===== src/rtl/uart_frame_rx_if.sv =====
// Output bundle of uart_frame_rx: per-character results and assembled frames.
// master = the receiver that drives the results, slave = downstream consumer.
interface uart_frame_rx_if #(
    parameter int DATA_BITS     = 8,
    parameter int PAYLOAD_BYTES = 3
);
    logic [DATA_BITS-1:0]       byte_data_o;
    logic                       byte_valid_o;
    logic                       byte_err_o;
    logic [8*PAYLOAD_BYTES-1:0] frame_data_o;
    logic                       frame_valid_o;
    logic                       frame_err_o;

    modport master (
        output byte_data_o, byte_valid_o, byte_err_o,
        output frame_data_o, frame_valid_o, frame_err_o
    );

    modport slave (
        input byte_data_o, byte_valid_o, byte_err_o,
        input frame_data_o, frame_valid_o, frame_err_o
    );
endinterface


===== src/rtl/uart_frame_rx.sv =====
// UART receiver with command-frame assembler.
// Character path: IDLE -> START -> DATA -> [PARITY] -> STOP, mid-bit sampling.
// Frame path: hunts for HEADER, then packs PAYLOAD_BYTES characters into one word,
// first payload byte in the MSBs; aborts on character errors or inter-byte timeout.
// Optional feature macro UART_FRAME_CHECKSUM_EN: a trailing sum-mod-256 character
// must match before the frame is delivered.
module uart_frame_rx #(
    parameter int         CLK_FREQ      = 50000000,
    parameter int         BAUD          = 9600,
    parameter int         DATA_BITS     = 8,
    parameter int         PARITY        = 0,
    parameter logic [7:0] HEADER        = 8'hFF,
    parameter int         PAYLOAD_BYTES = 3,
    parameter int         TIMEOUT_BITS  = 20
) (
    input  logic clk_i,
    input  logic rst_n_i,
    input  logic uart_rx_i,
    uart_frame_rx_if.master bus
);
    localparam int BAUD_DIV  = CLK_FREQ / BAUD;
    localparam int HALF_DIV  = BAUD_DIV / 2;
    localparam int BCW       = $clog2(BAUD_DIV);
    localparam int TMO_LIMIT = TIMEOUT_BITS * BAUD_DIV;
    localparam int TCW       = $clog2(TMO_LIMIT + 1);
    localparam int BITW      = $clog2(DATA_BITS);
    localparam int FW        = 8 * PAYLOAD_BYTES;
    localparam int CW        = $clog2(PAYLOAD_BYTES + 2);

    typedef enum logic [2:0] {S_IDLE, S_START, S_DATA, S_PARITY, S_STOP} rx_state_t;
    typedef enum logic       {F_HUNT, F_COLLECT} fr_state_t;

    rx_state_t            rx_state_q, rx_state_d;
    logic                 rx_meta_q, rx_sync_q, rx_prev_q;
    logic [BCW-1:0]       baud_q, baud_d;
    logic [BITW-1:0]      bit_q, bit_d;
    logic [DATA_BITS-1:0] shift_q, shift_d;
    logic                 par_err_q, par_err_d;
    logic                 exp_par;
    logic                 byte_ok_d, byte_bad_d;
    logic [DATA_BITS-1:0] byte_data_q;
    logic                 byte_valid_q, byte_err_q;

    fr_state_t            fr_state_q, fr_state_d;
    logic [CW-1:0]        cnt_q, cnt_d;
    logic [TCW-1:0]       tmo_q, tmo_d;
    logic [FW-1:0]        asm_q, asm_d, asm_next;
    logic [FW-1:0]        fdata_q, fdata_d;
    logic                 fvalid_q, fvalid_d, ferr_q, ferr_d;
    logic [7:0]           byte8;
`ifdef UART_FRAME_CHECKSUM_EN
    logic [7:0]           sum_q, sum_d;
`endif

    // Two-flop synchroniser plus previous sample for falling-edge detection; idle high.
    always_ff @(posedge clk_i or negedge rst_n_i) begin
        if (!rst_n_i) begin
            rx_meta_q <= 1'b1;
            rx_sync_q <= 1'b1;
            rx_prev_q <= 1'b1;
        end else begin
            rx_meta_q <= uart_rx_i;
            rx_sync_q <= rx_meta_q;
            rx_prev_q <= rx_sync_q;
        end
    end

    // Parity bit the transmitter should have sent for the shifted-in data.
    assign exp_par = (PARITY == 1) ? ~^shift_q : ^shift_q;

    // Character FSM next state; stop sample returns straight to IDLE mid-bit.
    always_comb begin
        rx_state_d = rx_state_q;
        baud_d     = baud_q + 1'b1;
        bit_d      = bit_q;
        shift_d    = shift_q;
        par_err_d  = par_err_q;
        byte_ok_d  = 1'b0;
        byte_bad_d = 1'b0;
        case (rx_state_q)
            S_IDLE: begin
                baud_d    = '0;
                bit_d     = '0;
                par_err_d = 1'b0;
                if (rx_prev_q && !rx_sync_q) rx_state_d = S_START;
            end
            S_START: if (baud_q == BCW'(HALF_DIV - 1)) begin
                baud_d     = '0;
                rx_state_d = rx_sync_q ? S_IDLE : S_DATA;
            end
            S_DATA: if (baud_q == BCW'(BAUD_DIV - 1)) begin
                baud_d  = '0;
                shift_d = {rx_sync_q, shift_q[DATA_BITS-1:1]};
                bit_d   = bit_q + 1'b1;
                if (bit_q == BITW'(DATA_BITS - 1))
                    rx_state_d = (PARITY != 0) ? S_PARITY : S_STOP;
            end
            S_PARITY: if (baud_q == BCW'(BAUD_DIV - 1)) begin
                baud_d     = '0;
                par_err_d  = (rx_sync_q != exp_par);
                rx_state_d = S_STOP;
            end
            S_STOP: if (baud_q == BCW'(BAUD_DIV - 1)) begin
                baud_d     = '0;
                byte_ok_d  = rx_sync_q && !par_err_q;
                byte_bad_d = !(rx_sync_q && !par_err_q);
                rx_state_d = S_IDLE;
            end
            default: rx_state_d = S_IDLE;
        endcase
    end

    // Character FSM state and registered character outputs.
    always_ff @(posedge clk_i or negedge rst_n_i) begin
        if (!rst_n_i) begin
            rx_state_q   <= S_IDLE;
            baud_q       <= '0;
            bit_q        <= '0;
            shift_q      <= '0;
            par_err_q    <= 1'b0;
            byte_data_q  <= '0;
            byte_valid_q <= 1'b0;
            byte_err_q   <= 1'b0;
        end else begin
            rx_state_q   <= rx_state_d;
            baud_q       <= baud_d;
            bit_q        <= bit_d;
            shift_q      <= shift_d;
            par_err_q    <= par_err_d;
            byte_valid_q <= byte_ok_d;
            byte_err_q   <= byte_bad_d;
            if (byte_ok_d) byte_data_q <= shift_q;
        end
    end

    // Character zero-extended to one 8-bit payload slot.
    always_comb begin
        byte8                = '0;
        byte8[DATA_BITS-1:0] = byte_data_q;
    end

    assign asm_next = (asm_q << 8) | FW'(byte8);

    // Frame FSM next state. Character errors are taken from the stop-sample cycle so
    // frame_err lines up with byte_err; a completed byte takes priority over timeout.
    always_comb begin
        fr_state_d = fr_state_q;
        cnt_d      = cnt_q;
        tmo_d      = tmo_q;
        asm_d      = asm_q;
        fdata_d    = fdata_q;
        fvalid_d   = 1'b0;
        ferr_d     = 1'b0;
`ifdef UART_FRAME_CHECKSUM_EN
        sum_d      = sum_q;
`endif
        case (fr_state_q)
            F_HUNT: begin
                cnt_d = '0;
                tmo_d = '0;
`ifdef UART_FRAME_CHECKSUM_EN
                sum_d = '0;
`endif
                if (byte_valid_q && byte_data_q == HEADER[DATA_BITS-1:0])
                    fr_state_d = F_COLLECT;
            end
            F_COLLECT: begin
                if (tmo_q != TCW'(TMO_LIMIT)) tmo_d = tmo_q + 1'b1;
                if (byte_valid_q) begin
                    tmo_d = '0;
`ifdef UART_FRAME_CHECKSUM_EN
                    if (cnt_q == CW'(PAYLOAD_BYTES)) begin
                        fr_state_d = F_HUNT;
                        if (byte8 == sum_q) begin
                            fdata_d  = asm_q;
                            fvalid_d = 1'b1;
                        end else begin
                            ferr_d = 1'b1;
                        end
                    end else begin
                        asm_d = asm_next;
                        sum_d = sum_q + byte8;
                        cnt_d = cnt_q + 1'b1;
                    end
`else
                    asm_d = asm_next;
                    cnt_d = cnt_q + 1'b1;
                    if (cnt_q == CW'(PAYLOAD_BYTES - 1)) begin
                        fdata_d    = asm_next;
                        fvalid_d   = 1'b1;
                        fr_state_d = F_HUNT;
                    end
`endif
                end else if (byte_bad_d || tmo_q == TCW'(TMO_LIMIT)) begin
                    ferr_d     = 1'b1;
                    fr_state_d = F_HUNT;
                end
            end
            default: fr_state_d = F_HUNT;
        endcase
    end

    // Frame FSM state, assembly register and frame outputs.
    always_ff @(posedge clk_i or negedge rst_n_i) begin
        if (!rst_n_i) begin
            fr_state_q <= F_HUNT;
            cnt_q      <= '0;
            tmo_q      <= '0;
            asm_q      <= '0;
            fdata_q    <= '0;
            fvalid_q   <= 1'b0;
            ferr_q     <= 1'b0;
`ifdef UART_FRAME_CHECKSUM_EN
            sum_q      <= '0;
`endif
        end else begin
            fr_state_q <= fr_state_d;
            cnt_q      <= cnt_d;
            tmo_q      <= tmo_d;
            asm_q      <= asm_d;
            fdata_q    <= fdata_d;
            fvalid_q   <= fvalid_d;
            ferr_q     <= ferr_d;
`ifdef UART_FRAME_CHECKSUM_EN
            sum_q      <= sum_d;
`endif
        end
    end

    assign bus.byte_data_o   = byte_data_q;
    assign bus.byte_valid_o  = byte_valid_q;
    assign bus.byte_err_o    = byte_err_q;
    assign bus.frame_data_o  = fdata_q;
    assign bus.frame_valid_o = fvalid_q;
    assign bus.frame_err_o   = ferr_q;
endmodule


===== src/flat_wrapper.sv =====
// flat-port wrapper written by rule: the top's interface ports become plain ports
module uart_frame_rx_flat 
#(
    parameter int         CLK_FREQ      = 50000000,
    parameter int         BAUD          = 9600,
    parameter int         DATA_BITS     = 8,
    parameter int         PARITY        = 0,
    parameter logic [7:0] HEADER        = 8'hFF,
    parameter int         PAYLOAD_BYTES = 3,
    parameter int         TIMEOUT_BITS  = 20
)
  (clk_i, rst_n_i, uart_rx_i, bus_byte_data_o, bus_byte_valid_o, bus_byte_err_o, bus_frame_data_o, bus_frame_valid_o, bus_frame_err_o);
  uart_frame_rx_if #(.DATA_BITS(DATA_BITS), .PAYLOAD_BYTES(PAYLOAD_BYTES)) bus_i ();
  input  logic clk_i;
  input  logic rst_n_i;
  input  logic uart_rx_i;
  output wire logic [$bits(bus_i.byte_data_o)-1:0] bus_byte_data_o;
  output wire logic [$bits(bus_i.byte_valid_o)-1:0] bus_byte_valid_o;
  output wire logic [$bits(bus_i.byte_err_o)-1:0] bus_byte_err_o;
  output wire logic [$bits(bus_i.frame_data_o)-1:0] bus_frame_data_o;
  output wire logic [$bits(bus_i.frame_valid_o)-1:0] bus_frame_valid_o;
  output wire logic [$bits(bus_i.frame_err_o)-1:0] bus_frame_err_o;
  assign bus_byte_data_o = bus_i.byte_data_o;
  assign bus_byte_valid_o = bus_i.byte_valid_o;
  assign bus_byte_err_o = bus_i.byte_err_o;
  assign bus_frame_data_o = bus_i.frame_data_o;
  assign bus_frame_valid_o = bus_i.frame_valid_o;
  assign bus_frame_err_o = bus_i.frame_err_o;
  uart_frame_rx #(.CLK_FREQ(CLK_FREQ), .BAUD(BAUD), .DATA_BITS(DATA_BITS), .PARITY(PARITY), .HEADER(HEADER), .PAYLOAD_BYTES(PAYLOAD_BYTES), .TIMEOUT_BITS(TIMEOUT_BITS)) u_core (.clk_i(clk_i), .rst_n_i(rst_n_i), .uart_rx_i(uart_rx_i), .bus(bus_i));
endmodule

===== config.mk =====
export PLATFORM = sky130hd
export DESIGN_NAME = uart_frame_rx_flat
export DESIGN_NICKNAME = d
export VERILOG_FILES = /design/src/rtl/uart_frame_rx_if.sv /design/src/rtl/uart_frame_rx.sv /design/src/flat_wrapper.sv
export SDC_FILE = /design/constraint.sdc
export NUM_CORES = 1
export LEC_CHECK = 0
export CORE_ASPECT_RATIO = 1.5
export CORE_MARGIN = 4
export CORE_UTILIZATION = 45
export CTS_CLUSTER_SIZE = 24
export DETAILED_ROUTE_END_ITERATION = 12
export HOLD_SLACK_MARGIN = 0.12
export SLEW_MARGIN = 30
export SYNTH_ARGS = -nofsm -noshare
export SYNTH_HDL_FRONTEND = slang
export SYNTH_SLANG_ARGS = --single-unit

===== constraint.sdc =====
create_clock -name clk_i -period 5.44 [get_ports clk_i]
set_clock_uncertainty 0.15 [all_clocks]
set_input_delay 1.088 -clock clk_i [delete_from_list [all_inputs] [get_ports clk_i]]
set_output_delay 1.088 -clock clk_i [all_outputs]
set_load 0.01 [all_outputs]

Word level (Yosys, flattened, before mapping)
Cells that the tools add are included.
{ "classes": {"n_addsub": 4, "n_eq_ne": 20, "n_mux": 35, "bitwise": 2, "reduce_logical": 18} }
{ "op_table": {"columns": ["cell", "count"], "rows": [
  ["$pmux 13 s3", 1],
  ["$mux 17", 2],
  ["$pmux 17 s2", 1],
  ["$mux 13", 2],
  ["$mux 3", 8],
  ["$or 24x8->24", 1],
  ["$add 17x1->17 const B", 1],
  ["$eq 17x17->1 const B", 1],
  ["$ne 17x17->1 const B", 1],
  ["$mux 1", 15],
  ["$pmux 3 s5", 1],
  ["$ne 2x1->1 const B", 7],
  ["$add 13x1->13 const B", 1],
  ["$eq 13x12->1 const B", 1],
  ["$eq 13x13->1 const B", 1],
  ["$pmux 3 s2", 2],
  ["$eq 3x2->1 const B", 3],
  ["$eq 8x8->1 const B", 1],
  ["$reduce_and 2->1", 4],
  ["$reduce_xor 8->1", 1],
  ["$add 3x1->3 const B", 2],
  ["$eq 3x3->1 const B", 2],
  ["$reduce_and 6->1", 1],
  ["$pmux 1 s2", 2],
  ["12 further kinds", 17]
]} }
{ "totals": {"regBits": 104, "out_inout_bits": 36} }

Logic depth before layout (Yosys ltp)
Gate-level depths: netlist of run 1.
{ "depth": {"word_depth": 9, "mapped_depth": 7} }

Worst setup path after synthesis of run 1
Ideal clock, no wire load.
{ "synth_timing": {"kind": "register to register", "start": "register u_core.baud_q[0]", "end": "register u_core.shift_q[0]", "setup_time_ns": 0.125, "arrival_ns": 1.872, "setup_slack_ns": 3.293, "path_stages_with_launch": 8, "n_path_buf": 2, "synth_period_minus_slack_ns": 2.147, "path_cell_list": "dfrtp_1 ha_1 and4_1 buf_2 nand3_4 or3_1 buf_6 mux2_4"} }
{ "synth_via": {"elab_chain_cells": 2} }
{ "synth_lines": {"columns": ["item", "line_no", "source"], "rows": [
  ["start: declaration", "uart_frame_rx.sv:35", "logic [BCW-1:0] baud_q, baud_d;"],
  ["start signal: assignment", "uart_frame_rx.sv:126", "baud_q <= baud_d;"],
  ["$eq 13x13->1", "uart_frame_rx.sv:91", "S_DATA: if (baud_q == BCW'(BAUD_DIV - 1)) begin"],
  ["$reduce_and 2->1 (no source line)", null, null],
  ["end signal: assignment", "uart_frame_rx.sv:128", "shift_q <= shift_d;"],
  ["end: declaration", "uart_frame_rx.sv:37", "logic [DATA_BITS-1:0] shift_q, shift_d;"]
]} }
Every way passes these cells.
A chain may end at the register's enable or synchronous reset.

Worst setup path in the final report of run 1
{ "layout_timing": {"start": "register u_core.byte_valid_q (netlist: u_core.bus.byte_valid_o)", "end": "output bus_byte_valid_o"} }
{ "layout_rtl": {"columns": ["item", "line_no", "source"], "rows": [
  ["start: declaration", "uart_frame_rx.sv:42", "logic byte_valid_q, byte_err_q;"],
  ["start signal: assignment", "uart_frame_rx.sv:130", "byte_valid_q <= byte_ok_d;"],
  ["end: declaration", "flat_wrapper.sv:18", "output wire logic [$bits(bus_i.byte_valid_o)-1:0] bus_byte_valid_o;"]
]} }
No word-level cell between the ends.

==> results of run 1 <==
[power groups by stage]
stage                     Sequential [mW]  Combinational, mW  Clock (mW)
after floorplan                     0.828             0.0516           0
after global placement              0.833             0.0754           0
after detailed placement            0.835             0.0767           0
after CTS                           0.819             0.0775       0.716
after global routing                0.823             0.0885       0.750
final                               0.820             0.0752       0.700
[metal layers]
metal	GRT usage (%)	wire [um]	vias up
met4	5.45	101	0
met2	25.1	4220	51
li1	-	-	1470
met5	0	0	-
met3	3.88	285	8
met1	20.8	3900	1483
[registers in the layout, summed over array words and instances (netlist names), 3 cells and up]
signal and cells:
u_core.cnt_q 3, u_core.tmo_q 17, u_core.asm_q 16, u_core.bit_q 3, u_core.bus.frame_data_o 24, u_core.baud_q 13, u_core.rx_state_q 3, u_core.bus.byte_data_o 8
u_core.shift_q 8
[final cells by class]
cell class | count | area (um2) | area share (%)
flip-flops and latches | 104 | 2610 | 48.6
multi-input cells | 289 | 1860 | 34.6
clock inverters | 7 | 103 | 1.91
repair buffers | 40 | 393 | 7.32
clock buffers | 9 | 225 | 4.20
inverters | 9 | 33.8 | 0.630
well taps | 117 | 146 | 2.73
[per-stage QoR]
stage / std cells / cell area (um2)
3_3_place_gp: 559 / 5040
2_1_floorplan: 423 / 4620
4_1_cts: 575 / 5370
3_5_place_dp: 559 / 5040
6_report: 575 / 5370
5_1_grt: 575 / 5370
[worst paths after layout]
kind / end / cells after the start / startpoint / slack (ps)
max: bus_byte_valid_o / 1 / u_core.bus.byte_valid_o$_DFF_PN0_ / 2740
min: u_core.rx_sync_q$_DFF_PN1_ / 0 / u_core.rx_meta_q$_DFF_PN1_ / 210
max reg2reg: u_core.shift_q[3]$_DFFE_PN0P_ / 5 / u_core.baud_q[0]$_DFF_PN0_ / 2980
min reg2reg: u_core.rx_sync_q$_DFF_PN1_ / 0 / u_core.rx_meta_q$_DFF_PN1_ / 210
max in group asynchronous: u_core.bus.byte_data_o[4]$_DFFE_PN0P_ / 2 / rst_n_i / 3440
min in group asynchronous: u_core.tmo_q[5]$_DFFE_PN0P_ / 1 / rst_n_i / 670
[synthesized netlist by cell type (3+ instances only)]
cell | number | area [um2]
a21oi_1 | 3 | 15.0
mux2_4 | 8 | 120
nor2_1 | 40 | 150
nand4_1 | 7 | 43.8
inv_1 | 8 | 30.0
ha_1 | 7 | 87.6
o21ai_0 | 7 | 35.0
xor2_1 | 18 | 158
clkbuf_1 | 8 | 30.0
mux2_2 | 24 | 270
buf_4 | 8 | 60.1
nor3_1 | 6 | 30.0
xnor2_1 | 18 | 158
dfrtp_1 | 101 | 2530
dfstp_2 | 3 | 78.8
nand2_1 | 89 | 334
and2_1 | 4 | 25.0
or2_2 | 3 | 18.8
nand2b_1 | 3 | 18.8
nand3_1 | 18 | 90.1
[cell families (layout without fill, tap and decap cells)]
logic type	Yosys count	after routing	share of synthesized area, %
AND/OR/NAND/NOR	192	192	19.8
flip-flops	104	104	56.4
XOR/XNOR	36	36	6.83
multiplexers	34	34	8.89
buffers and inverters	30	65	3.31
AO/OA/AOI/OAI	20	20	2.82
adder cells (fa/ha/maj)	7	7	1.90
==> metrics.yaml, run 1 <==
internal_power_mw: 1.23
drt_first_iter_violations: 196
cts_resized: 0
synth.avg_cell_area_um2: 10.9
place_congestion: 0.815
p_leak_nw: 2.51
p_clk_share_pct: 43.9
maxCapViolCount: 0
nFillCells: 902
critPathArrivalTime_ps: 1460
core.rowCount: 45
comb_power_share_pct: 4.7
postSynthCellCount: 423
whs_ps: 208
switchingPower_mw: 0.363
grt.total_usage_pct: 15.7
drcViolationCount: 0
final_cell_mix: "dfrtp_1 (101), nand2_1 (89), nor2_1 (40)"
hold_buffers: 0
routedWlPerCell_um: 14.8
final_hold_viol_count: 0
end_kind: "primary output"
area_delta_synth_final_pct: 16.2
wirelength_um: 8510
die_area_um2: 12000
insertion_delay_ps: 340
yosysSeqAreaShare_pct: 56.4
dr.pass1.iters: 4
fmax_ghz: 0.370
vias_per_cell: 5.24
p_sw_share_pct: 22.7
cts-htree-levels: 3
cts_setup_buffers: 0
grt_max_degree: 61
start_kind: "flop"
setup_viol: 0
cts_tree: "yes"
drv_slew: 0
yosysUniqueCellTypes: 49
fin_nets: 463
dr_total_vias: 3012
slew_headroom_pct: 50.8
synth_edf_count: 0
powerDensity_nw_per_um2: 297
cp.required_ps: 4200
crit_fanout: 9
worst-path-buf-inv: 1
portBuffers: 38
grt_pass1_vias: 3151
period_minus_slack_ps: 2700
outcome: "finished, final reports clean"
syn_area_um2: 4620
async_flop_share_pct: 100
coreArea_um2: 10100
io_pins: 39
power_mw: 1.60
place_hpwl_um: 5840
slowest_delay_ps: 610
clock_path_buffers: 2
ant_nets: 0
ys_seq_elements: 104
fp.dieW_um: 90.7
rsz0062_at_grt: "false"
grt_pass1_wl_um: 15300
setup_tns_ps: 0
syn-num-nets: 433
finalCritPeriodShare_pct: 49.7
cts_sinks: 104
antenna_found_initial: 0
cts_buffers: 9
clk_pin_slew_ps: 70
worstHoldPathType: "flop to flop"
fin_ws_ps: 2740
slowest_stage: "clkdlybuf4s50_1"
initial_utilization_pct: 45.8
preCtsSetupSlack_ps: 2970
path_cells: "clkdlybuf4s50_1"
synth_flop_cell: "dfrtp_1"
final_core_util_pct: 53.2
gr-total-overflow: 0
cp_top_family: "buffers and inverters"
power_frac_seq_pct: 51.4
die-height_um: 132
cts-root-buf: "clkbuf_16"
layout_commonest_cell: "dfrtp_1"
ys_warn_count: 0
worst-setup-path-type: "flop to primary output"
ir_drop_mv: 0.185
worstMarginPinSlew_ps: 738
antennaDiodeCount: 0
layout-drive-gt1-share_pct: 14.2
(Power assumes the default switching activity.)
==> run 2: changes to the inputs <==
==> constraint.sdc (replaced) <==
create_clock -name clk_i -period 2.6 [get_ports clk_i]
set_clock_uncertainty 0.15 [all_clocks]
set_input_delay 0.52 -clock clk_i [delete_from_list [all_inputs] [get_ports clk_i]]
set_output_delay 0.52 -clock clk_i [all_outputs]
set_load 0.01 [all_outputs]
==> metrics.yaml, run 2 (synthesis results as in run 1) <==
setup_viol: 0  # unchanged
maxCapViolCount: 0  # unchanged
grt_pass1_wl_um: 14600  # was 15,300 um
ir_drop_mv: 0.413  # was 0.185 mV
dr.pass1.iters: 4  # unchanged
rsz0062_at_grt: "false"  # unchanged
initial_utilization_pct: 45.8  # unchanged
fmax_ghz: 0.447
setup_tns_ps: 0  # unchanged
antenna_found_initial: 0  # unchanged
fp.dieW_um: 90.7  # unchanged
cts_buffers: 9  # unchanged
cts_sinks: 104  # unchanged
drcViolationCount: 0  # unchanged
worstRegToRegCells: 5  # unchanged
finalCritPeriodShare_pct: 86.1
grt_pass1_vias: 3046  # was 3,151
wirelength_um: 8390  # was 8510 um
place_area_um2: 5090  # was 5040 um2
die-height_um: 132  # unchanged
layout_commonest_cell: "dfrtp_1"  # unchanged
routedWlPerCell_um: 14.4  # was 14.8 um
ant_nets: 0  # unchanged
period_minus_slack_ps: 2240
critPathArrivalTime_ps: 2310  # was 1460 ps
drt_first_iter_violations: 94  # was 196
start_kind: "flop"  # unchanged
drv_slew: 0  # unchanged
final_cell_area_um2: 5410  # was 5370 um2
powerDensity_nw_per_um2: 600  # was 297 nW/um2
p_clk_share_pct: 42.0  # was 43.9%
cts-root-buf: "clkbuf_16"  # unchanged
vias_per_cell: 5.17  # was 5.24
grt.total_usage_pct: 15.1  # was 15.7%
dr_total_vias: 3001  # was 3,012
final_hold_viol_count: 0  # unchanged
layout-drive-gt1-share_pct: 14.9  # was 14.2%
place_congestion: 0.796  # was 0.815
coreArea_um2: 10100  # unchanged
switchingPower_mw: 0.715  # was 0.363 mW
slew_headroom_pct: 52.9  # was 50.8%
die_area_um2: 12000  # unchanged
cp.required_ps: 2670  # was 4200 ps
crit_fanout: 8  # was 9
comb_power_share_pct: 5.1  # was 4.7%
worstMarginPinSlew_ps: 706  # was 738 ps
internal_power_mw: 2.53  # was 1.23 mW
io_pins: 39  # unchanged
cts_resized: 0  # unchanged
insertion_delay_ps: 330  # was 340 ps
clk_pin_slew_ps: 70  # about the same
cts-htree-levels: 3  # unchanged
antennaDiodeCount: 0  # unchanged
worstHoldPathType: "flop to flop"  # unchanged
p_leak_nw: 2.52  # was 2.51 nW
hold_depth: 0  # unchanged
place_hpwl_um: 5870  # was 5840 um
core.rowCount: 45  # unchanged
final_cell_mix: "dfrtp_1 (101), nand2_1 (89), nor2_1 (40)"  # unchanged
worst-setup-path-type: "flop to flop"  # was flop to primary output
grt_max_degree: 39  # was 61
cts_tree: "yes"  # unchanged
largest_reg_flops: 24  # unchanged
final_core_util_pct: 53.7  # was 53.2%
clock_path_buffers: 2  # unchanged
p_sw_share_pct: 22.0  # was 22.7%
end_kind: "flop"  # was primary output
portBuffers: 38  # unchanged
gr-total-overflow: 0  # unchanged
area_delta_synth_final_pct: 17.1  # was 16.2%
fin_nets: 469  # was 463
whs_ps: 208  # about the same
outcome: "finished, final reports clean"  # unchanged
power_frac_seq_pct: 53.0  # was 51.4%
-- run 2: changes by cell type in the layout (fill, tap and decap cells not counted), sizes merged --
| cell | before | now |
|---|---|---|
| buf | 3 | 8 |
| bufinv | 2 | 1 |
| clkbuf | 9 | 12 |
| clkinv | 3 | 1 |
| clkinvlp | 0 | 2 |
| dlygate4sd3 | 0 | 1 |
| inv | 11 | 9 |
-- run 2: final cells by class --
| class | instances | area (um2) |
|---|---|---|
| fillers | 875 | 4670 |
| flip-flops and latches | 104 | 2610 |
| multi-input cells | 289 | 1860 |
| repair buffers | 46 | 453 |
| clock buffers | 12 | 256 |
| well taps | 117 | 146 |
| clock inverters | 4 | 53.8 |
| inverters | 9 | 33.8 |
-- run 2: power by group through the flow --
stage,logic [mW],clock network (mW),registers (mW)
2_1_floorplan,0.108,0,1.73
3_3_place_gp,0.166,0,1.75
3_5_place_dp,0.167,0,1.75
4_1_cts,0.170,1.41,1.72
5_1_grt,0.186,1.47,1.73
6_report,0.164,1.36,1.72
-- run 2: path summary, 6_finish.rpt --
path,startpoint,end,slack (ps)
max,u_core.baud_q[0]$_DFF_PN0_,u_core.shift_q[6]$_DFFE_PN0P_,360
min in group asynchronous,rst_n_i,u_core.bus.frame_data_o[9]$_DFFE_PN0P_,550
min reg2reg,u_core.rx_meta_q$_DFF_PN1_,u_core.rx_sync_q$_DFF_PN1_,210
min,u_core.rx_meta_q$_DFF_PN1_,u_core.rx_sync_q$_DFF_PN1_,210
max in group asynchronous,rst_n_i,u_core.rx_meta_q$_DFF_PN1_,1070
max reg2reg,u_core.baud_q[0]$_DFF_PN0_,u_core.shift_q[6]$_DFFE_PN0P_,360
-- run 2: per-layer routing --
metal | track usage, % | vias to the layer above | routed length [um]
li1 | - | 1491 | -
met3 | 3.54 | 7 | 294
met5 | 0 | - | 0
met1 | 19.3 | 1459 | 3790
met2 | 24.7 | 44 | 4230
met4 | 5.96 | 0 | 81
-- run 2: worst max-delay path: stages, from the launching register on --
cell	delay (ps)
dfrtp_1	380
ha_1	260
and4_1	280
nand3_4	100
or3_1	580
mux2_4	370
-- run 2: through the flow --
| stage | std cells | total power [mW] | setup slack (ps) |
|---|---|---|---|
| final | 581 | 3.24 | 361 |
| after global routing | 581 | 3.38 | 253 |
| after CTS | 581 | 3.30 | 357 |
| after detailed placement | 564 | 1.92 | 365 |
| after global placement | 564 | 1.91 | 405 |
| after floorplan | 423 | 1.84 | 453 |
-- run 2: repair_timing --
item	in CTS	in global routing
hold endpoints to repair	35	0
hold buffers	1	0
buffers inserted	0	0
==> run 3: changes to the inputs <==
--- a/config.mk
+++ b/config.mk
@@ -5,12 +5,16 @@
 export SDC_FILE = /design/constraint.sdc
 export NUM_CORES = 1
 export LEC_CHECK = 0
+export CELL_PAD_IN_SITES_DETAIL_PLACEMENT = 1
+export CELL_PAD_IN_SITES_GLOBAL_PLACEMENT = 2
 export CORE_ASPECT_RATIO = 1.5
 export CORE_MARGIN = 4
-export CORE_UTILIZATION = 45
+export CORE_UTILIZATION = 38
 export CTS_CLUSTER_SIZE = 24
 export DETAILED_ROUTE_END_ITERATION = 12
+export GPL_TIMING_DRIVEN = 0
 export HOLD_SLACK_MARGIN = 0.12
+export PLACE_DENSITY_LB_ADDON = 0.1
 export SLEW_MARGIN = 30
 export SYNTH_ARGS = -nofsm -noshare
 export SYNTH_HDL_FRONTEND = slang
==> metrics.yaml, run 3 (synthesis results as in run 1) <==
io_pins: 39  # unchanged
grt_max_degree: 39  # unchanged
powerDensity_nw_per_um2: 585  # was 600 nW/um2
largest_reg_flops: 24  # unchanged
insertion_delay_ps: 350  # was 330 ps
drcViolationCount: 0  # unchanged
final_cell_area_um2: 5540  # was 5410 um2
cts-root-buf: "clkbuf_16"  # unchanged
cts_sinks: 104  # unchanged
final_cell_mix: "dfrtp_1 (101), nand2_1 (89), nor2_1 (40)"  # unchanged
area_delta_synth_final_pct: 20.0  # was 17.1%
drt_first_iter_violations: 82  # was 94
setup_viol: 0  # unchanged
setup_tns_ps: 0  # unchanged
grt_pass1_vias: 3447  # was 3,046
cts_setup_buffers: 0  # unchanged
worst-setup-path-type: "flop to flop"  # unchanged
cts-htree-levels: 3  # unchanged
dr.pass1.iters: 4  # unchanged
initial_utilization_pct: 38.6  # was 45.8%
slew_headroom_pct: 56.6  # was 52.9%
cts_tree: "yes"  # unchanged
routedWlPerCell_um: 15.3  # was 14.4 um
cp.required_ps: 2690  # was 2670 ps
layout_commonest_cell: "dfrtp_1"  # unchanged
end_kind: "flop"  # unchanged
core.rowCount: 49  # was 45
die_area_um2: 14000  # was 12,000 um2
final_hold_viol_count: 0  # unchanged
clk_pin_slew_ps: 80  # was 70 ps
finalCritPeriodShare_pct: 89.9  # was 86.1%
grt_pass1_wl_um: 17300  # was 14,600 um
fp.dieW_um: 98  # was 90.7 um
cts_buffers: 9  # unchanged
crit_fanout: 10  # was 8
outcome: "finished, final reports clean"  # unchanged
preCtsSetupSlack_ps: 158  # was 365 ps
power_mw: 3.24  # about the same
nFillCells: 1323  # was 875
ir_drop_mv: 0.370  # was 0.413 mV
place_congestion: 0.742  # was 0.796
start_kind: "flop"  # unchanged
period_minus_slack_ps: 2340  # was 2240 ps
fin_nets: 485  # was 469
ant_nets: 0  # unchanged
vias_per_cell: 4.94  # was 5.17
layout.cells.non_filler: 633  # was 581
portBuffers: 38  # unchanged
critPathArrivalTime_ps: 2420  # was 2310 ps
layout-drive-gt1-share_pct: 16.0  # was 14.9%
p_leak_nw: 2.58  # was 2.52 nW
place_area_um2: 5230  # was 5090 um2
fin_ws_ps: 263  # was 361 ps
die-height_um: 143  # was 132 um
grt.total_usage_pct: 15.3  # was 15.1%
coreArea_um2: 12000  # was 10,100 um2
dr_total_vias: 3128  # was 3,001
worstHoldPathType: "flop to flop"  # unchanged
drv_slew: 0  # unchanged
wirelength_um: 9710  # was 8390 um
place_hpwl_um: 7130  # was 5870 um
fmax_ghz: 0.428  # was 0.447 GHz
gr-total-overflow: 0  # unchanged
rsz0062_at_grt: "false"  # unchanged
antennaDiodeCount: 0  # unchanged
worstMarginPinSlew_ps: 646  # was 706 ps
maxCapViolCount: 0  # unchanged
antenna_found_initial: 0  # unchanged
place_inst: 616  # was 564
clock_path_buffers: 2  # unchanged
==> run 3: cell count changes in the layout (fill, tap and decap cells not counted), sizes merged <==
cell	change
inv	+4
bufinv	-1
buf	+7
clkinvlp	-1
clkbuf	+7
==> run 3: where the power goes <==
| group | switching [mW] | internal (mW) | total [mW] |
|---|---|---|---|
| sequential | 0.0584 | 1.66 | 1.72 |
| clock | 0.654 | 0.702 | 1.36 |
| combinational | 0.0983 | 0.0717 | 0.170 |
| total | 0.811 | 2.43 | 3.24 |
==> run 3: layer usage <==
layer | vias to the layer above | global-route usage, % | part of all wire, %
met5 | - | 0 | 0
met4 | 0 | 5.25 | 1.5
met3 | 12 | 3.23 | 2.8
met2 | 34 | 26.7 | 52
met1 | 1569 | 18.9 | 44
li1 | 1513 | - | -
==> run 3: layout make-up <==
class	instances	area (um2)	share of cell area [%]
clock buffers	10	239	4.31
plain buffers	21	120	2.17
multi-input cells	289	1860	33.5
well taps	153	191	3.45
repair buffers	41	432	7.79
clock inverters	6	61.3	1.11
flip-flops and latches	104	2610	47.0
inverters	9	33.8	0.610
==> run 3: worst max-delay path, stage by stage (launching register included) <==
cell	delay [ps]
dfrtp_1	400
ha_1	260
and4_1	200
buf_2	190
nand3_4	160
or3_1	400
buf_6	160
mux2_4	300
==> run 3: final timing paths <==
kind	start	end	slack (ps)	cells after the start
min in group asynchronous	rst_n_i	u_core.bus.frame_data_o[13]$_DFFE_PN0P_	460	2
hold / removal	u_core.rx_meta_q$_DFF_PN1_	u_core.rx_sync_q$_DFF_PN1_	210	0
setup / recovery	u_core.baud_q[0]$_DFF_PN0_	u_core.shift_q[4]$_DFFE_PN0P_	260	7
setup reg to reg	u_core.baud_q[0]$_DFF_PN0_	u_core.shift_q[4]$_DFFE_PN0P_	260	7
hold reg to reg	u_core.rx_meta_q$_DFF_PN1_	u_core.rx_sync_q$_DFF_PN1_	210	0
max in group asynchronous	rst_n_i	u_core.rx_prev_q$_DFF_PN1_	1010	4
==> run 3: timing repair <==
action                                 4_1_cts  5_1_grt
endpoints found under the hold margin       29        0
setup endpoints to repair                    0       10
hold buffers                                 1        0
resized for setup                            0        2
==> run 3: metrics by stage <==
step           hold slack (ps)  util (%)
2_1_floorplan             74.4         -
3_3_place_gp               197      43.4
3_5_place_dp               204      43.7
4_1_cts                    213      46.3
5_1_grt                    223      46.4
6_report                   212      46.4
